File: config.mk
export PLATFORM = sky130hd
export DESIGN_NAME = axi4_lite_read_slave_mem_flat
export DESIGN_NICKNAME = d
export VERILOG_FILES = /design/src/rtl/axi4_lite_read_slave_mem_pkg.sv /design/src/rtl/axi4_lite_read_slave_mem_if.sv /design/src/rtl/axi4_lite_delay_counter.sv /design/src/rtl/axi4_lite_read_slave_mem.sv /design/src/flat_wrapper.sv
export SDC_FILE = /design/constraint.sdc
export NUM_CORES = 2
export LEC_CHECK = 0
export BUFFER_PORTS_ARGS = -buffer_cell sky130_fd_sc_hd__buf_2
export CAP_MARGIN = 20
export CORE_MARGIN = 10
export CORE_UTILIZATION = 35
export DETAILED_ROUTE_END_ITERATION = 12
export PLACE_DENSITY = 0.51
export SLEW_MARGIN = 10
export SYNTH_ARGS = -nofsm -noshare
export SYNTH_HDL_FRONTEND = slang
export SYNTH_SLANG_ARGS = --single-unit
File: constraint.sdc
create_clock -name aclk -period 2.37 [get_ports aclk]
set_clock_uncertainty 0.15 [all_clocks]
set_input_delay 0.1185 -clock aclk [delete_from_list [all_inputs] [get_ports aclk]]
set_output_delay 0.1185 -clock aclk [all_outputs]
set_load 0.02 [all_outputs]
File: src/rtl/axi4_lite_read_slave_mem_pkg.sv
// Shared read-slave types: response encoding, delay width and the memory slave FSM states.
package axi4_lite_read_slave_mem_pkg;

    localparam int unsigned DELAY_WIDTH = 5;

    typedef enum logic [1:0] {
        READ_OKAY   = 2'b00,
        READ_EXOKAY = 2'b01,
        READ_SLVERR = 2'b10,
        READ_DECERR = 2'b11
    } rrespEnum;

    typedef enum logic [2:0] {
        IDLE,
        AR_DELAY,
        AR_READY,
        R_DELAY,
        R_VALID
    } axi4LiteReadSlaveMemStateEnum;

endpackage

File: src/rtl/axi4_lite_read_slave_mem_if.sv
// AXI4-Lite read address and read data channels.
interface axi4_lite_read_slave_mem_if
    import axi4_lite_read_slave_mem_pkg::*;
#(
    parameter int unsigned ADDRESS_WIDTH = 32,
    parameter int unsigned DATA_WIDTH    = 32
) ();

    logic [ADDRESS_WIDTH-1:0] araddr;
    logic [2:0]               arprot;
    logic                     arvalid;
    logic                     arready;
    logic [DATA_WIDTH-1:0]    rdata;
    rrespEnum                 rresp;
    logic                     rvalid;
    logic                     rready;

    modport master (
        output araddr, arprot, arvalid, rready,
        input  arready, rdata, rresp, rvalid
    );

    modport slave (
        input  araddr, arprot, arvalid, rready,
        output arready, rdata, rresp, rvalid
    );

endinterface

File: src/rtl/axi4_lite_delay_counter.sv
// Loadable down-counter; done flags the last cycle of a programmed delay.
module axi4_lite_delay_counter #(
    parameter int unsigned WIDTH = 5
) (
    input  logic             clk,
    input  logic             rst_n,
    input  logic             load,
    input  logic [WIDTH-1:0] loadValue,
    input  logic             dec,
    output logic             done
);

    logic [WIDTH-1:0] count_q;

    always_ff @(posedge clk or negedge rst_n) begin
        if (!rst_n) begin
            count_q <= '0;
        end else if (load) begin
            count_q <= loadValue;
        end else if (dec && count_q != '0) begin
            count_q <= count_q - WIDTH'(1);
        end
    end

    assign done = (count_q == WIDTH'(1));

endmodule

File: src/rtl/axi4_lite_read_slave_mem.sv
// AXI4-Lite read slave backed by a word memory, with programmable arready/rvalid delays.
module axi4_lite_read_slave_mem #(
    parameter int unsigned              ADDRESS_WIDTH = 32,
    parameter int unsigned              DATA_WIDTH    = 32,
    parameter int unsigned              DELAY_WIDTH   = axi4_lite_read_slave_mem_pkg::DELAY_WIDTH,
    parameter logic [ADDRESS_WIDTH-1:0] MIN_ADDRESS   = 'h01,
    parameter logic [ADDRESS_WIDTH-1:0] MAX_ADDRESS   = 'hff,
    parameter int unsigned              MEM_DEPTH     = 64,
    parameter bit                       DEFAULT_READY = 1'b0
) (
    input  logic                         aclk,
    input  logic                         aresetn,
    axi4_lite_read_slave_mem_if.slave    bus,
    input  logic [DELAY_WIDTH-1:0]       delayForArready,
    input  logic [DELAY_WIDTH-1:0]       delayForRvalid,
    input  logic                         memWrEn,
    input  logic [$clog2(MEM_DEPTH)-1:0] memWrIdx,
    input  logic [DATA_WIDTH-1:0]        memWrData
);
    import axi4_lite_read_slave_mem_pkg::*;

    localparam int unsigned OFFSET_BITS = $clog2(DATA_WIDTH / 8);
    localparam int unsigned IDX_WIDTH   = $clog2(MEM_DEPTH);

    axi4LiteReadSlaveMemStateEnum state_q, state_d;
    logic                  arready_q, arready_d;
    logic                  rvalid_q, rvalid_d;
    logic [DATA_WIDTH-1:0] rdata_q, rdata_d;
    rrespEnum              rresp_q, rresp_d;
    logic [2:0]            arprot_q;
    logic                  unused_arprot;

    logic                   cnt_load, cnt_dec, cnt_done;
    logic [DELAY_WIDTH-1:0] cnt_value;
    logic                   ar_hs, r_hs;

    logic [DATA_WIDTH-1:0] mem [MEM_DEPTH];
    logic [IDX_WIDTH-1:0]  rd_idx;

    assign ar_hs  = bus.arvalid && arready_q;
    assign r_hs   = rvalid_q && bus.rready;
    assign rd_idx = bus.araddr[OFFSET_BITS +: IDX_WIDTH];

    axi4_lite_delay_counter #(
        .WIDTH(DELAY_WIDTH)
    ) u_delay_counter (
        .clk      (aclk),
        .rst_n    (aresetn),
        .load     (cnt_load),
        .loadValue(cnt_value),
        .dec      (cnt_dec),
        .done     (cnt_done)
    );

    always_ff @(posedge aclk or negedge aresetn) begin
        if (!aresetn) begin
            state_q   <= IDLE;
            arready_q <= DEFAULT_READY;
            rvalid_q  <= 1'b0;
            rdata_q   <= '0;
            rresp_q   <= READ_OKAY;
            arprot_q  <= '0;
        end else begin
            state_q   <= state_d;
            arready_q <= arready_d;
            rvalid_q  <= rvalid_d;
            rdata_q   <= rdata_d;
            rresp_q   <= rresp_d;
            if (ar_hs) arprot_q <= bus.arprot;
        end
    end

    // No reset: contents survive an aresetn pulse.
    always_ff @(posedge aclk) begin
        if (memWrEn) mem[memWrIdx] <= memWrData;
    end

    always_comb begin
        state_d   = state_q;
        cnt_load  = 1'b0;
        cnt_value = '0;
        cnt_dec   = 1'b0;
        unique case (state_q)
            IDLE: begin
                if (!DEFAULT_READY && bus.arvalid) begin
                    if (delayForArready == '0) begin
                        state_d = AR_READY;
                    end else begin
                        cnt_load  = 1'b1;
                        cnt_value = delayForArready;
                        state_d   = AR_DELAY;
                    end
                end
            end
            AR_DELAY: begin
                cnt_dec = 1'b1;
                if (cnt_done) state_d = AR_READY;
            end
            AR_READY: ;
            R_DELAY: begin
                cnt_dec = 1'b1;
                if (cnt_done) state_d = R_VALID;
            end
            R_VALID: begin
                if (r_hs) state_d = IDLE;
            end
            default: state_d = IDLE;
        endcase
        // The AR handshake can complete in IDLE (default-ready) or in AR_READY.
        if (ar_hs) begin
            cnt_dec = 1'b0;
            if (delayForRvalid == '0) begin
                state_d = R_VALID;
            end else begin
                cnt_load  = 1'b1;
                cnt_value = delayForRvalid;
                state_d   = R_DELAY;
            end
        end
    end

    // Next values of the registered outputs; arready/rvalid lag their state by one edge.
    always_comb begin
        arready_d = 1'b0;
        rvalid_d  = (state_q == R_VALID) && !r_hs;
        rdata_d   = rdata_q;
        rresp_d   = rresp_q;
        if (!ar_hs) begin
            unique case (state_q)
                IDLE:     arready_d = DEFAULT_READY;
                AR_READY: arready_d = 1'b1;
                R_VALID:  arready_d = r_hs ? DEFAULT_READY : 1'b0;
                default:  arready_d = 1'b0;
            endcase
        end
        if (ar_hs) begin
            if (bus.araddr < MIN_ADDRESS || bus.araddr > MAX_ADDRESS) begin
                rresp_d = READ_DECERR;
                rdata_d = '0;
            end else if (bus.araddr[OFFSET_BITS-1:0] != '0) begin
                rresp_d = READ_SLVERR;
                rdata_d = '0;
            end else begin
                rresp_d = READ_OKAY;
                rdata_d = mem[rd_idx];
            end
        end
    end

    assign unused_arprot = ^arprot_q;

    assign bus.arready = arready_q;
    assign bus.rvalid  = rvalid_q;
    assign bus.rdata   = rdata_q;
    assign bus.rresp   = rresp_q;

endmodule
File: src/flat_wrapper.sv
// flat-port wrapper written by rule: the top's interface ports become plain ports
module axi4_lite_read_slave_mem_flat import axi4_lite_read_slave_mem_pkg::*;
#(
    parameter int unsigned              ADDRESS_WIDTH = 32,
    parameter int unsigned              DATA_WIDTH    = 32,
    parameter int unsigned              DELAY_WIDTH   = axi4_lite_read_slave_mem_pkg::DELAY_WIDTH,
    parameter logic [ADDRESS_WIDTH-1:0] MIN_ADDRESS   = 'h01,
    parameter logic [ADDRESS_WIDTH-1:0] MAX_ADDRESS   = 'hff,
    parameter int unsigned              MEM_DEPTH     = 64,
    parameter bit                       DEFAULT_READY = 1'b0
)
  (aclk, aresetn, delayForArready, delayForRvalid, memWrEn, memWrIdx, memWrData, bus_araddr, bus_arprot, bus_arvalid, bus_rready, bus_arready, bus_rdata, bus_rresp, bus_rvalid);
  axi4_lite_read_slave_mem_if #(.ADDRESS_WIDTH(ADDRESS_WIDTH), .DATA_WIDTH(DATA_WIDTH)) bus_i ();
  input  logic aclk;
  input  logic aresetn;
  input  logic [DELAY_WIDTH-1:0] delayForArready;
  input  logic [DELAY_WIDTH-1:0] delayForRvalid;
  input  logic memWrEn;
  input  logic [$clog2(MEM_DEPTH)-1:0] memWrIdx;
  input  logic [DATA_WIDTH-1:0] memWrData;
  input wire logic [$bits(bus_i.araddr)-1:0] bus_araddr;
  input wire logic [$bits(bus_i.arprot)-1:0] bus_arprot;
  input wire logic [$bits(bus_i.arvalid)-1:0] bus_arvalid;
  input wire logic [$bits(bus_i.rready)-1:0] bus_rready;
  output wire logic [$bits(bus_i.arready)-1:0] bus_arready;
  output wire logic [$bits(bus_i.rdata)-1:0] bus_rdata;
  output wire logic [$bits(bus_i.rresp)-1:0] bus_rresp;
  output wire logic [$bits(bus_i.rvalid)-1:0] bus_rvalid;
  assign bus_i.araddr = bus_araddr;
  assign bus_i.arprot = bus_arprot;
  assign bus_i.arvalid = bus_arvalid;
  assign bus_i.rready = bus_rready;
  assign bus_arready = bus_i.arready;
  assign bus_rdata = bus_i.rdata;
  assign bus_rresp = bus_i.rresp;
  assign bus_rvalid = bus_i.rvalid;
  axi4_lite_read_slave_mem #(.ADDRESS_WIDTH(ADDRESS_WIDTH), .DATA_WIDTH(DATA_WIDTH), .DELAY_WIDTH(DELAY_WIDTH), .MIN_ADDRESS(MIN_ADDRESS), .MAX_ADDRESS(MAX_ADDRESS), .MEM_DEPTH(MEM_DEPTH), .DEFAULT_READY(DEFAULT_READY)) u_core (.aclk(aclk), .aresetn(aresetn), .bus(bus_i), .delayForArready(delayForArready), .delayForRvalid(delayForRvalid), .memWrEn(memWrEn), .memWrIdx(memWrIdx), .memWrData(memWrData));
endmodule
==> impl_metrics.yaml <==
power:
  combPwrFrac_pct: 6.3
  ir_drop_mv: 0.615
  p_switching_mw: 17.0
  power_switching_share_pct: 21.8
  cellInternalPower_mw: 60.7
  seqPwrFrac_pct: 52.9
  p_per_area_nw_per_um2: 806
  clkPwrFrac_pct: 40.8
  power_leakage_nw: 31.1
timing:
  fin_crit_sh_pct: 94.9
  finalHoldViolations: 0
  layout_setup_ws_ps: 121
  rsz0062_at_grt: "false"
  layout_min_cycle_time_ps: 2250
  setup_viol: 0
  slew_headroom_pct: 40.5
  max_freq_mhz: 445
  worst_pin_slew_ps: 890
  drv_slew: 0
synthesis:
  synth_edf_count: 2048
  ys_types: 49
  syn_avg_cell_area_um2: 22.3
  syn_nets: 3695
  async_flop_share_pct: 2.10
  synth_area_um2: 80400
  synth-main-ff-cell: "edfxtp_1"
  yosysTopAreaCell: "edfxtp_1"
  syn_inst: 3604
  synth_top_area_share_pct: 76.4
  seq_area_frac_synth_pct: 77.8
  ys_seq_elements: 2092
  ys_top_cells_by_count: "2048 x edfxtp_1, 456 x mux4_2, 240 x mux2i_1, 109 x a22oi_1, 109 x nor2_1"
  synth.most_common_cell: "edfxtp_1"
  synth.area.top_cells: "edfxtp_1 76%, mux4_2 13%, mux2i_1 3.0%"
  yosysWarnings: 0
route:
  via_per_inst: 5.25
  drc: 0
  ant_nets: 0
  drtIter0Drc: 3194
  wl_mm: 210
  routedWlPerCell_um: 28.4
  firstDrtPassIters: 5
  vias: 38800
global_routing:
  use_met2_pct: 27.4
  use_met3_pct: 2.65
  grt_pass1_vias: 40700
  grt-busiest-layer: "met2"
  antenna_found_initial: 11
  gr-total-overflow: 0
  track_usage_pct: 16.5
  grt_max_degree: 65
  grt_pass1_wl_mm: 301
  gr-usage-met1_pct: 22.6
worst_setup_path:
  slowest_stage: "a22oi_1"
  critical_path.endpoint_type: "flop"
  cp.arrival_ps: 2780
  critPathMaxFanout: 33
  critical_path_class: "reg2reg"
  required_ps: 2900
  worstPathCellList: "and2_1 -> and4_1 -> buf_4 -> nand4_2 -> buf_12 -> a211oi_2 -> a22oi_1 -> o31ai_1"
  critPathMaxStageDelay_ps: 400
  critPathLaunchType: "flop"
die:
  start_util_pct: 35.3
  rows: 175
  die_area_um2: 249000
  core_area_um2: 228000
  die_w_um: 499
  die_y_um: 499
  ios: 124
clock_tree:
  clkSlewWorstSetupHoldPaths_ps: 60
  cts_setup_buffers: 0
  clock_sinks: 2092
  numCtsBuffers: 213
  clock_latency_ps: 840
  cts_tree: "done"
  clock_path_buffers: 3
  cts_root_buf: "clkbuf_16"
  htree_levels: 4
place:
  io_buffers: 120
  hpwl_mm: 126
  pre_cts_ws_ps: -502
  gp_congestion: 0.767
min_path:
  hp-class: "in2reg"
cells_and_area:
  drive_above_1_share_pct: 32.2
  final_util_pct: 42.2
  areaGrowthSynthToFinish_pct: 19.7
  fin_nets: 4294
run_status:
  status: "finished clean"
flow_run:
  timing.max_cap.violations: 0
==> repair_timing <==
action	CTS	global route
hold buffers	79	0
cloned	0	0
gates resized for setup	12	9
hold endpoints to repair	2466	0
setup endpoints to repair	12	7
==> critical path: cells and delay by family (launching register included) <==
| kind | cells | cell delay [ps] |
|---|---|---|
| AOI/OAI and AO/OA | 3 | 650 |
| buffers and inverters | 2 | 480 |
| DFF | 1 | 370 |
| and+or+nand+nor | 3 | 410 |
==> final timing paths <==
path,slack (ps),start,end,cells after the start
max,120,u_core.bus.arready$_DFF_PN0_,u_core.bus.rdata[23]$_DFFE_PN0P_,8
min,20,bus_araddr[27],u_core.bus.rresp[0]$_DFFE_PN0P_,5
max reg2reg,120,u_core.bus.arready$_DFF_PN0_,u_core.bus.rdata[23]$_DFFE_PN0P_,8
min reg2reg,350,u_core.bus.rresp[1]$_DFFE_PN0P_,u_core.bus.rresp[1]$_DFFE_PN0P_,1
max in group asynchronous,670,aresetn,u_core.bus.rresp[0]$_DFFE_PN0P_,4
min in group asynchronous,430,aresetn,u_core.bus.rdata[24]$_DFFE_PN0P_,4
==> power groups by stage <==
stage / combinational, mW / clock (mW) / sequential, mW
2_1_floorplan: 2.44 / 0 / 41.9
3_3_place_gp: 4.71 / 0 / 41.9
3_5_place_dp: 4.76 / 0 / 41.9
4_1_cts: 4.94 / 32.4 / 41.1
5_1_grt: 5.28 / 34.0 / 41.1
6_report: 4.91 / 31.7 / 41.1
==> sequential cells by signal, summed over array words and instances (netlist names) <==
name	count
u_core.mem	2048
u_core.bus.rdata	32
u_core.u_delay_counter.count_q	5
u_core.state_q	3
u_core.bus.rresp	2
u_core.bus.arready	1
u_core.bus.rvalid	1
==> placed cells by master (no fill, tap or decap), types with 10 or more instances in the layout <==
| cell | Yosys | layout |
|---|---|---|
| dlygate4sd3_1 | 0 | 78 |
| clkinv_1 | 0 | 49 |
| nor2_4 | 0 | 63 |
| buf_4 | 25 | 255 |
| o22ai_1 | 53 | 53 |
| a211oi_1 | 34 | 22 |
| edfxtp_1 | 2048 | 2048 |
| buf_12 | 0 | 135 |
| a31oi_1 | 16 | 16 |
| a21oi_1 | 27 | 25 |
| dfrtp_1 | 44 | 44 |
| o31ai_1 | 31 | 31 |
| nor2_1 | 109 | 45 |
| mux4_2 | 456 | 456 |
| nand2_1 | 53 | 52 |
| mux2_2 | 63 | 63 |
| o21ai_0 | 17 | 17 |
| clkinv_2 | 0 | 40 |
| buf_2 | 39 | 116 |
| clkbuf_16 | 0 | 215 |
| clkbuf_8 | 0 | 10 |
| mux2i_1 | 240 | 240 |
| clkbuf_1 | 89 | 52 |
| a22oi_1 | 109 | 109 |
| o221ai_1 | 20 | 20 |
==> layer usage <==
metal | vias to the layer above | routed length, µm
li1 | 16500 | -
met1 | 21000 | 92100
met2 | 1020 | 103000
met3 | 248 | 10100
met4 | 0 | 4640
met5 | - | 0
==> cells by family after synthesis <==
group | Yosys count | share of synthesized area, %
flops | 2092 | 77.8
buf+inv | 208 | 1.47
fa+ha+maj | 3 | 0.0467
xor+xnor | 2 | 0.0218
compound gates | 321 | 2.80
mux | 759 | 16.6
simple gates | 219 | 1.21
==> per-stage QoR <==
step / TNS (ps) / instances / hold WS, ps / total power, mW / instance area, µm²
2_1_floorplan: -663360 / 3604 / -327 / 44.3 / 80500
3_3_place_gp: -6820 / 6918 / -25.7 / 46.6 / 88800
3_5_place_dp: -6400 / 6918 / -36.2 / 46.6 / 88800
4_1_cts: 0 / 7390 / 12.9 / 78.5 / 96200
5_1_grt: 0 / 7392 / 21.5 / 80.4 / 96300
6_report: 0 / 7395 / 22.6 / 77.7 / 96300
==> final cells by class <==
type / count / area (µm²)
Tap cell: 3009 / 3760
Sequential cell: 2092 / 62600
Clock inverter: 116 / 863
Inverter: 4 / 15.0
Multi-Input combinational cell: 1304 / 17300
Fill cell: 19700 / 132000
Antenna cell: 5 / 12.5
Timing Repair Buffer: 588 / 6040
Clock buffer: 277 / 5710
(Power assumes the default switching activity.)
